<file path="config.mk">
export PLATFORM = sky130hd
export DESIGN_NAME = shift_sequencer
export DESIGN_NICKNAME = d
export VERILOG_FILES = /design/src/rtl/shift_sequencer.sv
export SDC_FILE = /design/constraint.sdc
export NUM_CORES = 1
export LEC_CHECK = 0
export BUFFER_PORTS_ARGS = -buffer_cell sky130_fd_sc_hd__buf_2
export CAP_MARGIN = 20
export CORE_MARGIN = 1
export CORE_UTILIZATION = 30
export DETAILED_ROUTE_END_ITERATION = 8
export GPL_TIMING_DRIVEN = 1
export HOLD_SLACK_MARGIN = 0.15
export PLACE_DENSITY_LB_ADDON = 0.05
export SYNTH_ARGS = -nofsm -noshare
export SYNTH_HDL_FRONTEND = slang
export SYNTH_SLANG_ARGS = --single-unit
</file>
<file path="constraint.sdc">
create_clock -name clk -period 2 [get_ports clk]
set_input_delay 0.4 -clock clk [delete_from_list [all_inputs] [get_ports clk]]
set_output_delay 0.4 -clock clk [all_outputs]
set_load 0.03 [all_outputs]
</file>
<file path="src/rtl/shift_sequencer.sv">
// Bit-serial shifter: one bit per cycle, IDLE/SHIFT/DONE sequencing.
// Define SHIFT_SEQUENCER_ROTATE_EN to enable ROL/ROR (else illegal).
module shift_sequencer #(
  parameter int WIDTH   = 32,
  parameter int SHAMT_W = 5
) (
  input  logic               clk,
  input  logic               reset,
  input  logic               start,
  input  logic [2:0]         op,
  input  logic [WIDTH-1:0]   data_in,
  input  logic [SHAMT_W-1:0] shamt,
  output logic               busy,
  output logic               done,
  output logic               err,
  output logic [WIDTH-1:0]   result
);

  localparam logic [1:0] S_IDLE  = 2'd0;
  localparam logic [1:0] S_SHIFT = 2'd1;
  localparam logic [1:0] S_DONE  = 2'd2;

  localparam logic [2:0] OP_PASS = 3'b000;
  localparam logic [2:0] OP_SLL  = 3'b001;
  localparam logic [2:0] OP_SRL  = 3'b010;
  localparam logic [2:0] OP_SRA  = 3'b011;
`ifdef SHIFT_SEQUENCER_ROTATE_EN
  localparam logic [2:0] OP_ROL  = 3'b100;
  localparam logic [2:0] OP_ROR  = 3'b101;
`endif

  localparam logic [SHAMT_W-1:0] CNT_ONE = 1;

  logic [1:0]         state_q, state_d;
  logic [SHAMT_W-1:0] cnt_q, cnt_d;
  logic [WIDTH-1:0]   work_q, work_d;
  logic [2:0]         op_q, op_d;
  logic [WIDTH-1:0]   result_q, result_d;
  logic               err_q, err_d;

  logic               accept;
  logic               op_legal;
  logic               fast;
  logic [WIDTH-1:0]   step;

  always_comb begin
    op_legal = 1'b0;
    case (op)
      OP_PASS,
      OP_SLL,
      OP_SRL,
      OP_SRA:  op_legal = 1'b1;
`ifdef SHIFT_SEQUENCER_ROTATE_EN
      OP_ROL,
      OP_ROR:  op_legal = 1'b1;
`endif
      default: op_legal = 1'b0;
    endcase
  end

  // Requests needing no shifting finish on the very next cycle.
  assign fast = (shamt == '0) || (op == OP_PASS) || !op_legal;

  assign accept = start &&
                  ((state_q == S_IDLE) || (state_q == S_DONE));

  // SRA reuses the current MSB, which stays equal to the original MSB.
  always_comb begin
    step = work_q;
    case (op_q)
      OP_SLL:  step = {work_q[WIDTH-2:0], 1'b0};
      OP_SRL:  step = {1'b0, work_q[WIDTH-1:1]};
      OP_SRA:  step = {work_q[WIDTH-1], work_q[WIDTH-1:1]};
`ifdef SHIFT_SEQUENCER_ROTATE_EN
      OP_ROL:  step = {work_q[WIDTH-2:0], work_q[WIDTH-1]};
      OP_ROR:  step = {work_q[0], work_q[WIDTH-1:1]};
`endif
      default: step = work_q;
    endcase
  end

  always_comb begin
    state_d  = state_q;
    cnt_d    = cnt_q;
    work_d   = work_q;
    op_d     = op_q;
    result_d = result_q;
    err_d    = 1'b0;
    case (state_q)
      S_IDLE,
      S_DONE: begin
        if (accept) begin
          op_d   = op;
          work_d = data_in;
          cnt_d  = shamt;
          if (fast) begin
            state_d = S_DONE;
            err_d   = !op_legal;
            if (op_legal) begin
              result_d = data_in;
            end
          end else begin
            state_d = S_SHIFT;
          end
        end else if (state_q == S_DONE) begin
          state_d = S_IDLE;
        end
      end
      S_SHIFT: begin
        work_d = step;
        cnt_d  = cnt_q - CNT_ONE;
        if (cnt_q == CNT_ONE) begin
          state_d  = S_DONE;
          result_d = step;
        end
      end
      default: begin
        state_d = S_IDLE;
      end
    endcase
  end

  always_ff @(posedge clk or negedge reset) begin
    if (!reset) begin
      state_q  <= S_IDLE;
      cnt_q    <= '0;
      work_q   <= '0;
      op_q     <= OP_PASS;
      result_q <= '0;
      err_q    <= 1'b0;
    end else begin
      state_q  <= state_d;
      cnt_q    <= cnt_d;
      work_q   <= work_d;
      op_q     <= op_d;
      result_q <= result_d;
      err_q    <= err_d;
    end
  end

  assign busy   = (state_q == S_SHIFT);
  assign done   = (state_q == S_DONE);
  assign err    = err_q;
  assign result = result_q;

endmodule
</file>
---- Word-level counts from Yosys, hierarchy flattened ----
Index checks and enable logic that the tools add are counted.
cells by class
  $add $sub $neg .......................... 1
  $mul .................................... 0
  div/mod/pow operators ................... 0
  $lt $le $gt $ge ......................... 0
  eq/ne operators ......................... 14
  shift-type cells ........................ 0
  multiplexer cells ....................... 19
  bitwise logic cells ..................... 0
  reductions and logical operators ........ 15
operators by type and width
  operator               number
  $mux W32               5
  $pmux W32 S2           2
  $pmux W32 S3           1
  $eq A3 B2 Y1 const B   4
  $pmux W5 S2            1
  $mux W2                4
  $eq A3 B1 Y1 const B   2
  $ne A2 B2 Y1 const B   3
  $reduce_and A2 Y1      3
  $eq A5 B1 Y1 const B   1
  $logic_not A5 Y1       1
  $mux W5                1
  $reduce_and A5 Y1      1
  $sub A5 B1 Y5 const B  1
  $mux W1                4
  $pmux W2 S2            1
  $reduce_or A4 Y1       1
  $logic_not A3 Y1       1
  $logic_or A1 B1 Y1     3
  $ne A3 B3 Y1 const B   1
  $eq A2 B1 Y1 const B   1
  $eq A2 B2 Y1 const B   1
  $logic_not A2 Y1       1
  $ne A2 B1 Y1 const B   1
  other kinds (4)        4
word-level totals
  flip-flop bits (word level) ............. 75
  latch bits .............................. 0
  memory bits (writable) .................. 0
  bits in read-only memories .............. 0
  logic and storage cells ................. 55
  memories kept ........................... 0

---- Longest topological paths before layout ----
Gate-level depths: netlist (run 1).
  word-level depth ........................ 8
  mapped depth ............................ 7
  depth with buffers taken out ............ 5

---- Worst setup path before layout (run 1) ----
Ideal clock, no wire load.
  path type ............................... register to register
  start ................................... register state_q[0]
  end ..................................... register work_q[10]
  arrival ................................. 1.956 ns
  data required time ...................... 1.875 ns
  slack ................................... -0.080 ns
  cell stages (with the launch flop) ...... 7
  path buffers ............................ 2
  clock period less this slack ............ 2.080 ns
  cell sequence ........................... dfrtp_1 nand2b_1 clkbuf_1 clkinv_1 nor2_2 buf_2 mux2_2
RTL lines
  what                          line  source
  from (decl)                   34    logic [1:0] state_q, state_d;
  from (signal assigned)        132   state_q <= state_d;
  $eq A2 B1 Y1 *                n/a
  net busy                      13    output logic busy,
  $reduce_bool A2 Y1 (no line)  n/a
  $reduce_and A2 Y1 (no line)   n/a
  to (signal assigned)          134   work_q <= work_d;
  to (decl)                     36    logic [WIDTH-1:0] work_q, work_d;
Mark *: on every way through the listed nets, which the timed path passes. The rest lies on a longest branch.
A chain may end at the register's enable or synchronous reset.

---- Worst setup path in the final report (run 1) ----
  start ................................... input port shamt[1]
  end ..................................... register result_q[23], in the netlist result[23]
between the ends
  word-level cells in the longest chain between the ends .. 5
ends and longest elaborated chain
  what                             line  source
  from (decl)                      12    input logic [SHAMT_W-1:0] shamt,
  $logic_not A5 Y1                 62    assign fast = (shamt == '0) || (op == OP_PASS) || !op_legal;
  $logic_or A1 B1 Y1 (2 in a row)  62
  $ne A2 B2 Y1 (no line)           n/a
  $reduce_and A5 Y1 (no line)      n/a
  to (signal assigned)             136   result_q <= result_d;
  to (decl)                        38    logic [WIDTH-1:0] result_q, result_d;
No other way between the ends.

==> results, run 1 <==
- The time the final worst path needs with I/O delays and setup is between 1500 and 2000 ps.
- The final weighted congestion of routability-driven global placement is between 0.7 and 0.8.
- Counting instances, the worst hold path has a depth of 2.
- Among all flip-flop cells after synthesis, the most frequent one is dfrtp_1.
- The element type at the critical path end is a register.
- The pin count of the biggest net entering global routing is 48.
- The die width is ~110 um.
- The pre-antenna-repair detailed-routing pass consisted of 8 iterations.
- The library cell contributing the largest single delay on the critical path is or4_4.
- Of the cells placed in the final design, the portion with a size suffix greater than 1 is a little under half.
- For hold timing, the worst endpoint is cnt_q[1].
- Broken down by cell family, the worst path's largest delay share belongs to simple AND/OR/NAND/NOR gates.
- The synthesis warning total is 0.
- For the final database, setup skew stands at 9.55 ps.
- Walking the worst path, the cells encountered are buf_2 -> or4_4 -> o311ai_4 -> a21boi_4 -> buf_12 -> buf_12 -> mux2_2.
- For this design the ratio of total power to cell area is 1870 nW/um^2.
- During placement, the flow inserted port buffers numbering 77.
- The count of endpoints failing hold in the final timing report was 0.
- In this run the tightest slew margin relative to its limit is between 50% and 60%.
- In this run the number of H-tree levels came out at 3.
- The starting density of the core is between 30% and 40%.
- For the worst setup path, the data required time is ~2200 ps.
- After synthesis, the mean cell area works out to 11.9 um^2.
- The clock insertion delay at the later pin of the skew report is between 300 and 400 ps.
- The layout overhead on the synthesized area is 29.7%.
- For the pin with the worst max-slew slack, the measured transition is roughly 670 ps.
- Together, buffers and inverters on the worst path number 3.
- The area of the die is roughly 13,000 um^2.
- The row count is 40.
- The wire length of the first global-routing pass is around 15,000 um.
- The final antenna-violating net count is 0.
- The flow ran to the end, and the final reports show no timing, DRC or antenna violations.
- The class of the most critical hold timing path is in -> reg.
- The number of enable flip-flop cells after synthesis is 0.
- Power comes to approximately 9 mW.
- Synthesis produced a netlist whose cell count is between 300 and 400.
- The timing-limited maximum frequency is about 510 MHz.
- For this design the top-level I/O count stands at between 70 and 80.
- The cell area after technology mapping is 3760 um^2.
- The number of maximum-capacitance violations is 0.
- Global routing consumed, on the met2 layer, roughly a quarter of the routing resources.
- The number of nets in the final layout is between 400 and 500.
- The via count of the first global-routing pass came to 2,957.
- Counting every net in the synthesized netlist gives 360.
- The number of filler instances in the final layout is roughly 1.2k.
- The via count is 2,864.
- The number of antenna violations at the first check in global routing is 0.
- The cell seen most often among critical-path stages is buf_12.
- Global routing used between 4 and 5% of the available met3 tracks.
- The repair_antennas step left the layout with diodes totalling 0.
- Of the synthesized area, sequential elements account for between 40% and 50%.
- The number of max-slew violations in the final report is 0.
- Clock tree synthesis selected as its root buffer the cell clkbuf_16.
- The worst setup path is launched from an input pin.
- Of the available clock period, the critical path in the final layout requires between 90 and 100%.
- The post-synthesis register bit count is 75.
- The TritonCTS buffer count is 9.
- Global routing consumed, on the met1 layer, 19.8% of the routing resources.
- The share of async-settable or async-resettable flops after synthesis is 100%.
- The startpoint identified for the worst register-to-register timing path is cnt_q[2].
- TritonCTS built the clock tree.
- For this run, design rule violations remaining after detail routing come to 0.
- Global routing finished with a remaining overflow of 0.
- The maximum count of clock buffers along a single path is 2.
- The floorplan step defined a core boundary enclosing 12,100 um^2.
- The number of vias per cell is about 4.9.
- The data arrival time of the critical path is approximately 2200 ps.
- The worst-case vdd ir drop is a little under 0.7 mV.
- In this run the most critical hold path is launched from shamt[1].
- The number of violations reported at the end of detailed-routing iteration 0 is ~250.
- Hold is met by ~320 ps.
- The total negative slack is 0 ps.
- Dividing the detail-routed wire length by the instance count gives approximately 16 um.
- Counting cells, the worst reg-to-reg path comes to 7.
- The post-cts gate resize count is 0.
- The layer with the highest usage is met2.
- The origin of the worst setup path is shamt[1].
- The worst register-to-register path ends at result[23].
- The largest fanout on the critical path is 12.
- Setup violations remaining at the end of the flow were counted as 0.
- The analysis attributes to cell leakage a power of ~2.2 nW.
- The vertical die dimension is 114 um.
- The wire-length estimate of the detail-placed layout is approximately 6200 um.
- The total wire length is 9420 um.
- The peak per-stage delay on the critical path is around 550 ps.
- Global routing used ~15% of the available tracks across all layers.
- The TritonCTS sink count is 75.
- After clock tree synthesis, the clock-pin slew on the worst setup and hold paths is around 60 ps.
- The critical path is of the in -> reg type.
- The setup slack of the worst register-to-register path is approximately 150 ps.
- Synthesis instantiated 41 different standard cells from the library.
[synthesized netlist by cell type, drive strengths merged, types with 2 or more instances]
cell type  instances  share of area [%]
nand2             41                4.1
clkbuf            16                1.6
nor3               2               0.27
nand3              2               0.27
mux2              62                 20
ha                 2               0.67
o21ai             32                4.3
nor2b              3               0.50
inv                4               0.40
buf                7                1.5
a22oi              2               0.40
a221o              2               0.57
nor2               8               0.87
o21bai             2               0.40
o311ai             2               0.93
a21o               5                1.0
dfrtp             75                 50
a21oi              2               0.27
nand2b             2               0.33
a222oi            30                8.0
[sequential cells by signal (all words and copies together), names as in the netlist]
| register | flops |
|---|---|
| err | 1 |
| cnt_q | 5 |
| result | 32 |
| op_q | 3 |
| state_q | 2 |
| work_q | 32 |
[power by group]
group | internal (mW) | total, mW | switching [mW]
Clock | 0.974 | 1.59 | 0.618
Sequential | 2.30 | 2.90 | 0.598
Combinational | 2.21 | 4.62 | 2.41
Total | 5.48 | 9.11 | 3.63
[routing by layer]
metal / share of wire [%] / routed length (um)
met5: 0 / 0
met4: 1.3 / 119
met3: 5.1 / 484
met2: 47 / 4400
met1: 47 / 4420
[layout make-up]
cell class / count / area (um^2) / share of cell area (%)
Sequential cell: 75 / 1880 / 38.5
Clock inverter: 3 / 20.0 / 0.411
Clock buffer: 13 / 280 / 5.75
Tap cell: 168 / 210 / 4.31
Timing Repair Buffer: 105 / 711 / 14.6
Inverter: 5 / 20.0 / 0.411
Multi-Input combinational cell: 211 / 1760 / 36.1
[per-stage QoR]
stage	cells	cell area (um^2)	setup slack, ps	utilization [%]
global route	580	4880	-11.1	40.3
CTS	577	4810	27.2	39.7
global placement	560	4500	-303	37.1
finish	580	4880	22.1	40.3
detailed placement	560	4500	-326	37.1
floorplan	315	3760	-63.2	-
[placed cells by master, fill, tap and decap left out, types with 2 or more instances in the layout]
| cell | count |
|---|---|
| nor2_1 | 7 |
| nand3_1 | 2 |
| buf_12 | 6 |
| a22oi_1 | 2 |
| nor2b_1 | 2 |
| ha_1 | 2 |
| nor3_1 | 2 |
| inv_1 | 4 |
| nand2_1 | 41 |
| o21ai_0 | 32 |
| buf_4 | 20 |
| clkinvlp_4 | 2 |
| mux2_4 | 20 |
| dfrtp_1 | 75 |
| clkbuf_16 | 11 |
| clkinv_2 | 2 |
| mux2_2 | 41 |
| clkbuf_8 | 4 |
| a222oi_1 | 30 |
| a21oi_1 | 2 |
| a21o_1 | 5 |
| buf_2 | 76 |
[logic make-up after synthesis]
kind of cell    after synthesis  synth area share (%)
simple gates                 63                  7.39
compound gates               84                  17.6
fa+ha+maj                     2                 0.666
mux                          62                  20.5
buf+inv                      29                  3.89
flops                        75                  49.9
[timing repair]
action / in CTS / in global routing
hold buffers: 1 / 0
setup endpoints to repair: 0 / 2
endpoints found under the hold margin: 39 / 0
setup buffers: 0 / 1
[worst max path at each step]
stage,endpoint,cells after the start
after CTS,result[11],6
after detailed placement,result[10],6
after global placement,result[11],6
after global routing,result[28],7
after floorplan,result[12],5
final,result[23],7
(Power assumes the default switching activity.)
==> inputs of run 2 (changes only) <==
CORE_UTILIZATION = 25   (was 30)
SLEW_MARGIN = 0   (was not set)
==> results, run 2 (synthesized netlist as in run 1, its figures left out) <==
- The row count is between 40 and 50.
- The origin of the worst setup path is shamt[1].
- Data arrives at the worst endpoint at around 2200 ps.
- In this run the deepest clock path goes through 2 buffers.
- The wire length of the first global-routing pass is roughly 17,000 um.
- The largest single stage delay on the critical path is ~560 ps.
- The classification of the worst setup path is in -> reg.
- The actual transition at the worst max-transition pin is 793 ps.
- The CTS tree is done.
- The congestion estimate from routability-driven global placement came to between 0.7 and 0.8.
- The filler-free cell count of the finished design is ~600.
- The library cells used most frequently in the layout, excluding fill and tap cells, are buf_2 (76), dfrtp_1 (75), nand2_1 (41), mux2_2 (41), o21ai_0 (32).
- Pin placement for this block handled 78 I/O pins.
- The worst hold path belongs to the class in -> reg.
- The number of nets in the final layout is approximately 450.
- Entering global routing, the biggest net connects 69 pins.
- The largest fanout on the critical path is 8.
- The clock tree root driver cell is clkbuf_16.
- The worst setup path is launched from an input pin.
- The number of antenna violations at the first check in global routing came to 0.
- For this design the ratio of total power to cell area is ~1900 nW/um^2.
- Clock latency on the worst-skew pair, taken at its later pin, is about 340 ps.
- Global routing used a little over an eighth of the available tracks.
- In the routed layout, each cell is associated on average with a via count of about 4.9.
- The pre-antenna-repair detailed-routing pass consisted of 8 iterations.
- After clock tree synthesis, the clock-pin slew on the worst setup and hold paths is approximately 60 ps.
- The met2 track demand over resource in global routing is between 20% and 30%.
- The TritonCTS sink count is 75.
- The detail route stage leaves a number of antenna-violating nets equal to 0.
- The routed design has approximately 10,000 um of wire.
- Leaving out fill and tap cells, the most frequent cell in the layout is buf_2.
- The total power of the final layout is roughly 9.3 mW.
- The flow ran to the end, and the final reports show no timing, DRC or antenna violations.
- The floorplan step defined a core boundary enclosing approximately 15,000 um^2.
- For this design the static power due to leakage is between 2 and 2.5 nW.
- In this design, the largest share of critical-path delay is due to simple AND/OR/NAND/NOR gates.
- After detailed routing, the number of remaining DRC violations is 0.
- Setup violations remaining at the end of the flow were counted as 0.
- Setup repair after global routing left no endpoint under its margin.
- After detailed routing, the average wire length per cell comes to 17.4 um.
- For this block, the initial DRC count from the detailed router was 290.
- The final worst-path setup slack is 48.2 ps.
- The count of endpoints failing hold in the final timing report is 0.
- The met1 capacity usage during global routing is around 18%.
- Input and output buffers added on the ports amount to 77.
- The element type at the critical path end is a register.
- The worst pin sits at a relative slew slack of 46.9%.
- Counting the buffers created by CTS gives 9.
- The worst-case vdd ir drop is ~0.56 mV.
- The total negative slack is 0 ps.
- The critical path goes through buf_2 -> or4_4 -> o311ai_4 -> a21boi_4 -> buf_12 -> buf_6 -> mux2_2.
- The die is 125 um wide.
- Summed over all nets, the half-perimeter wirelength after detailed placement is about 6700 um.
- For the final database, setup skew stands at 6.21 ps.
- The number of maximum-capacitance violations is 0.
- The number of max-slew violations in the final report came to 0.
- In this run the most used layer during global routing was met2.
- The cell area after layout is around 4900 um^2.
- The H-tree was split into 3 levels.
- The count of inserted antenna diode cells is 0.
- The via count of the first global-routing pass is 3,017.
- The die covers around 16,000 um^2.
- The time the final worst path needs with I/O delays and setup is approximately 2000 ps.
- Summing over every cut layer, the via total after detailed routing is between 2k and 3k.
- Global routing used under 10% of the available met3 tracks.
- The initial utilization of the core area, before any placement, comes to about 26%.
- Once placement completed, the tool counted placed cells totaling roughly 580.
- The cell area after placement is between 4000 and 5000 um^2.
- The timing-limited maximum frequency is about 500 MHz.
- The hold path startpoint is shamt[1].
- The startpoint identified for the worst register-to-register timing path is op_q[2].
- In the final layout, the share of cells above drive strength 1 is a little under half.
- The final cycle utilization of the critical path is between 90% and 100%.
- The overflow left after global routing is 0.
- The buffering stage count on the worst path with inverters included is 3.
- The final hold slack is about 330 ps.
- The largest individual stage delay along the critical path comes from the cell or4_4.
- The post-placement setup slack is -316 ps.
- Once layout is complete, the utilization of the core stands at 33.7%.
- From synthesis to final layout, the design area changed by 30.9%.
- At the worst endpoint, the required time is around 2200 ps.
- Measured along the y axis, the die boundary spans around 120 um.
-- run 2: cell type report --
type | instances | area [um^2]
sequential | 75 | 1880
clock inverter | 4 | 50.0
clock buffer | 11 | 253
inverter | 5 | 20.0
multi-input combinational | 211 | 1760
timing repair buffer | 106 | 726
tap | 184 | 230
fill | 1478 | 9670
-- run 2: timing repair --
| action | 4_1_cts | 5_1_grt |
|---|---|---|
| setup buffers | 0 | 1 |
| endpoints found under the hold margin | 32 | 0 |
| gates resized for setup | 0 | 2 |
| endpoints found under the setup margin | 0 | 3 |
| hold buffers | 1 | 0 |
-- run 2: routing by layer --
layer / vias to the layer above / wire length (um)
li1: 1396 / -
met1: 1436 / 4730
met2: 109 / 4900
met3: 8 / 662
met4: 0 / 93
met5: - / 0
-- run 2: final timing paths --
| kind | endpoint | slack [ps] | depth (start not counted) |
|---|---|---|---|
| max in group asynchronous | result[14] | 860 | 3 |
| min in group asynchronous | work_q[7] | 580 | 2 |
| hold reg to reg | result[6] | 500 | 1 |
| hold / removal | cnt_q[1] | 330 | 2 |
| setup / recovery | result[24] | 50 | 7 |
| setup reg to reg | work_q[2] | 160 | 5 |
-- run 2: power by group --
group          internal [mW]  switching [mW]  total [mW]
clock network           1.02           0.635        1.66
logic                   2.22            2.48        4.71
registers               2.30           0.608        2.91
total                   5.55            3.73        9.28
==> inputs of run 3 (changes only) <==
PLACE_DENSITY = 0.54   (was not set)
PLACE_DENSITY_LB_ADDON = not set   (was 0.05)
==> results, run 3 (synthesized netlist as in run 1, its figures left out) <==
- The flow ran to the end, and the final reports show no timing, DRC or antenna violations.
- The time the final worst path needs with I/O delays and setup is 1950 ps.
- The via count of the first global-routing pass came to between 3k and 4k.
- The startpoint of the worst-slack reg-to-reg timing path is op_q[2].
- Setup violations remaining at the end of the flow were counted as 0.
- Input and output buffers added on the ports amount to slightly below 80.
- The count of endpoints failing hold in the final timing report was 0.
- The maximum count of clock buffers along a single path is 2.
- The signal on the critical path passes through buf_2 -> or4_4 -> o311ai_4 -> a21boi_4 -> buf_12 -> mux2_2.
- The number of violations reported at the end of detailed-routing iteration 0 is around 300.
- The H-tree depth is 3.
- In the layout the commonest cells are buf_2 (76), dfrtp_1 (75), nand2_1 (41), mux2_2 (41), o21ai_0 (32).
- During I/O placement, the number of pins put on the boundary was between 70 and 80.
- Among all stages on the critical path, the largest delay is contributed by or4_4.
- Of the total power, registers draw between 30% and 40%.
- The largest clock skew in the final design is 7.47 ps.
- After the flow finishes, the layout carries non-filler instances totaling slightly below 600.
- The net count of the finished layout is ~440.
- In this run switching power makes up just under 40% of total power.
- The element type at the critical path end is a register.
- The first detailed-routing pass ran for 6 iterations.
- The final cycle utilization of the critical path is a little over nine tenths.
- The share of total power dissipated in the clock network is between 10% and 20%.
- Global routing used 12.6% of the available tracks.
- Wires add up to 9370 um.
- For the pin with the worst max-slew slack, the measured transition is ~460 ps.
- The die is 125 um wide.
- The HPWL after detailed placement is around 6500 um.
- Dividing the detail-routed wire length by the instance count gives between 15 and 20 um.
- The timing-limited maximum frequency is 513 MHz.
- The pin count of the biggest net entering global routing is 69.
- The overflow left after global routing is 0.
- The min-delay analysis places its worst path in the category in -> reg.
- The worst setup path is launched from an input pin.
- The TritonCTS buffer count is 9.
- The vertical die dimension is around 120 um.
- Setup repair after global routing left no endpoint under its margin.
- The CTS tree is done.
- The floorplan has 44 rows.
- After clock tree synthesis, the clock-pin slew on the worst setup and hold paths is 50 ps.
- The cell-internal power is approximately 5.6 mW.
- The critical path starts at shamt[1].
- The number of vias per cell is 4.96.
- The analysis attributes to cell leakage a power of about 2.2 nW.
- The clock net in this run drives a total of between 70 and 80 sinks.
- The combinational power share is 48.9%.
- On the worst path, the slowest cell contributes a delay of 560 ps.
- The total area inside the core boundary comes to about 15,000 um^2.
- The clock insertion delay at the later pin of the skew report is 330 ps.
- In the final layout, the share of cells above drive strength 1 is 45.7%.
- The largest fanout on the critical path is 16.
- Summing over every cut layer, the via total after detailed routing is 2,909.
- The first global-routing pass estimated between 15,000 and 20,000 um of wire.
- The die covers 15,500 um^2.
- The number of max-slew violations in the final report is 0.
- The hold path startpoint is shamt[2].
- The utilization after layout is approximately a third.
- The placed cell count is 571.
- Max-cap violations in this run came to 0.
- The final antenna-violating net count is 0.
- Routability-driven placement finished with a final weighted congestion of roughly 0.74.
- STA puts the critical path data required time at about 2200 ps.
- The commonest non-fill, non-tap cell in the layout is buf_2.
- The worst pin sits at a relative slew slack of around 70%.
- The layout overhead on the synthesized area is 29.0%.
- STA puts the critical path data arrival time at 2160 ps.
- The cell sitting at the root of the clock tree is a clkbuf_16.
- The worst-case vdd ir drop is ~0.5 mV.
- The number of remaining DRC errors is 0.
- The classification of the worst setup path is in -> reg.
- For this design the ratio of total power to cell area is approximately 1900 nW/um^2.
- The net switching component of the power is 3.65 mW.
- The number of antenna violations at the first check in global routing was 0.
- The count of inserted antenna diode cells is 0.
- The initial utilization of the core area, before any placement, comes to roughly a quarter.
- In the final timing run, aggregate negative setup slack is 0 ps.
run 3: cell count changes in the layout (fill, tap and decap cells not counted):
cell,change
nor2b_4,+1
buf_4,-6
bufinv_16,+1
clkinv_4,+1
buf_12,+1
nor2b_2,-1
clkbuf_16,-2
buf_6,-2
clkinvlp_4,-2
run 3: through the flow:
stage / hold slack (ps) / total power [mW] / cell area, um^2 / worst slack [ps]
finish: 333 / 9.23 / 4850 / 49.9
detailed placement: 385 / 7.51 / 4500 / -302
global placement: 383 / 7.41 / 4500 / -288
CTS: 326 / 9.33 / 4840 / 47.3
floorplan: 104 / 6.14 / 3760 / -63.2
global route: 322 / 9.85 / 4850 / 10.9
run 3: power groups by stage:
stage               Combinational (mW)  Clock [mW]  Sequential, mW
floorplan                         2.68           0            3.46
global placement                  4.49           0            2.93
detailed placement                4.56           0            2.96
CTS                               4.57        1.81            2.94
global route                      4.90        1.87            3.07
finish                            4.52        1.76            2.96
run 3: final cells by class:
class                      instances  area, um^2
fill                            1489        9740
sequential                        75        1880
multi-input combinational        211        1770
timing repair buffer              97         628
clock buffer                      11         253
tap                              184         230
clock inverter                     4        73.8
inverter                           5        20.0
run 3: worst paths after layout:
check / to / slack, ps / cells after the start
max: result[11] / 50 / 6
min reg2reg: result[0] / 490 / 1
min in group asynchronous: work_q[7] / 560 / 2
max in group asynchronous: work_q[30] / 900 / 3
min: cnt_q[2] / 330 / 3
max reg2reg: result[29] / 190 / 5
run 3: layer usage:
layer | up-vias | share of wire [%] | GRT usage (%)
met5 | - | 0 | 0
met1 | 1413 | 45 | 15.6
met4 | 0 | 1.3 | 4.11
met2 | 105 | 48 | 20.9
li1 | 1378 | - | -
met3 | 13 | 5.8 | 3.69
run 3: critical path, delay by kind of cell:
kind / cells / cell delay (ps)
and+or+nand+nor: 1 / 560
AOI/OAI and AO/OA: 2 / 540
muxes: 1 / 340
buffers and inverters: 2 / 320
run 3: repair_timing:
item,CTS,global route
setup buffers,0,0
hold endpoints to repair,31,0
gates resized for setup,0,2
hold buffers,1,0
endpoints found under the setup margin,0,38
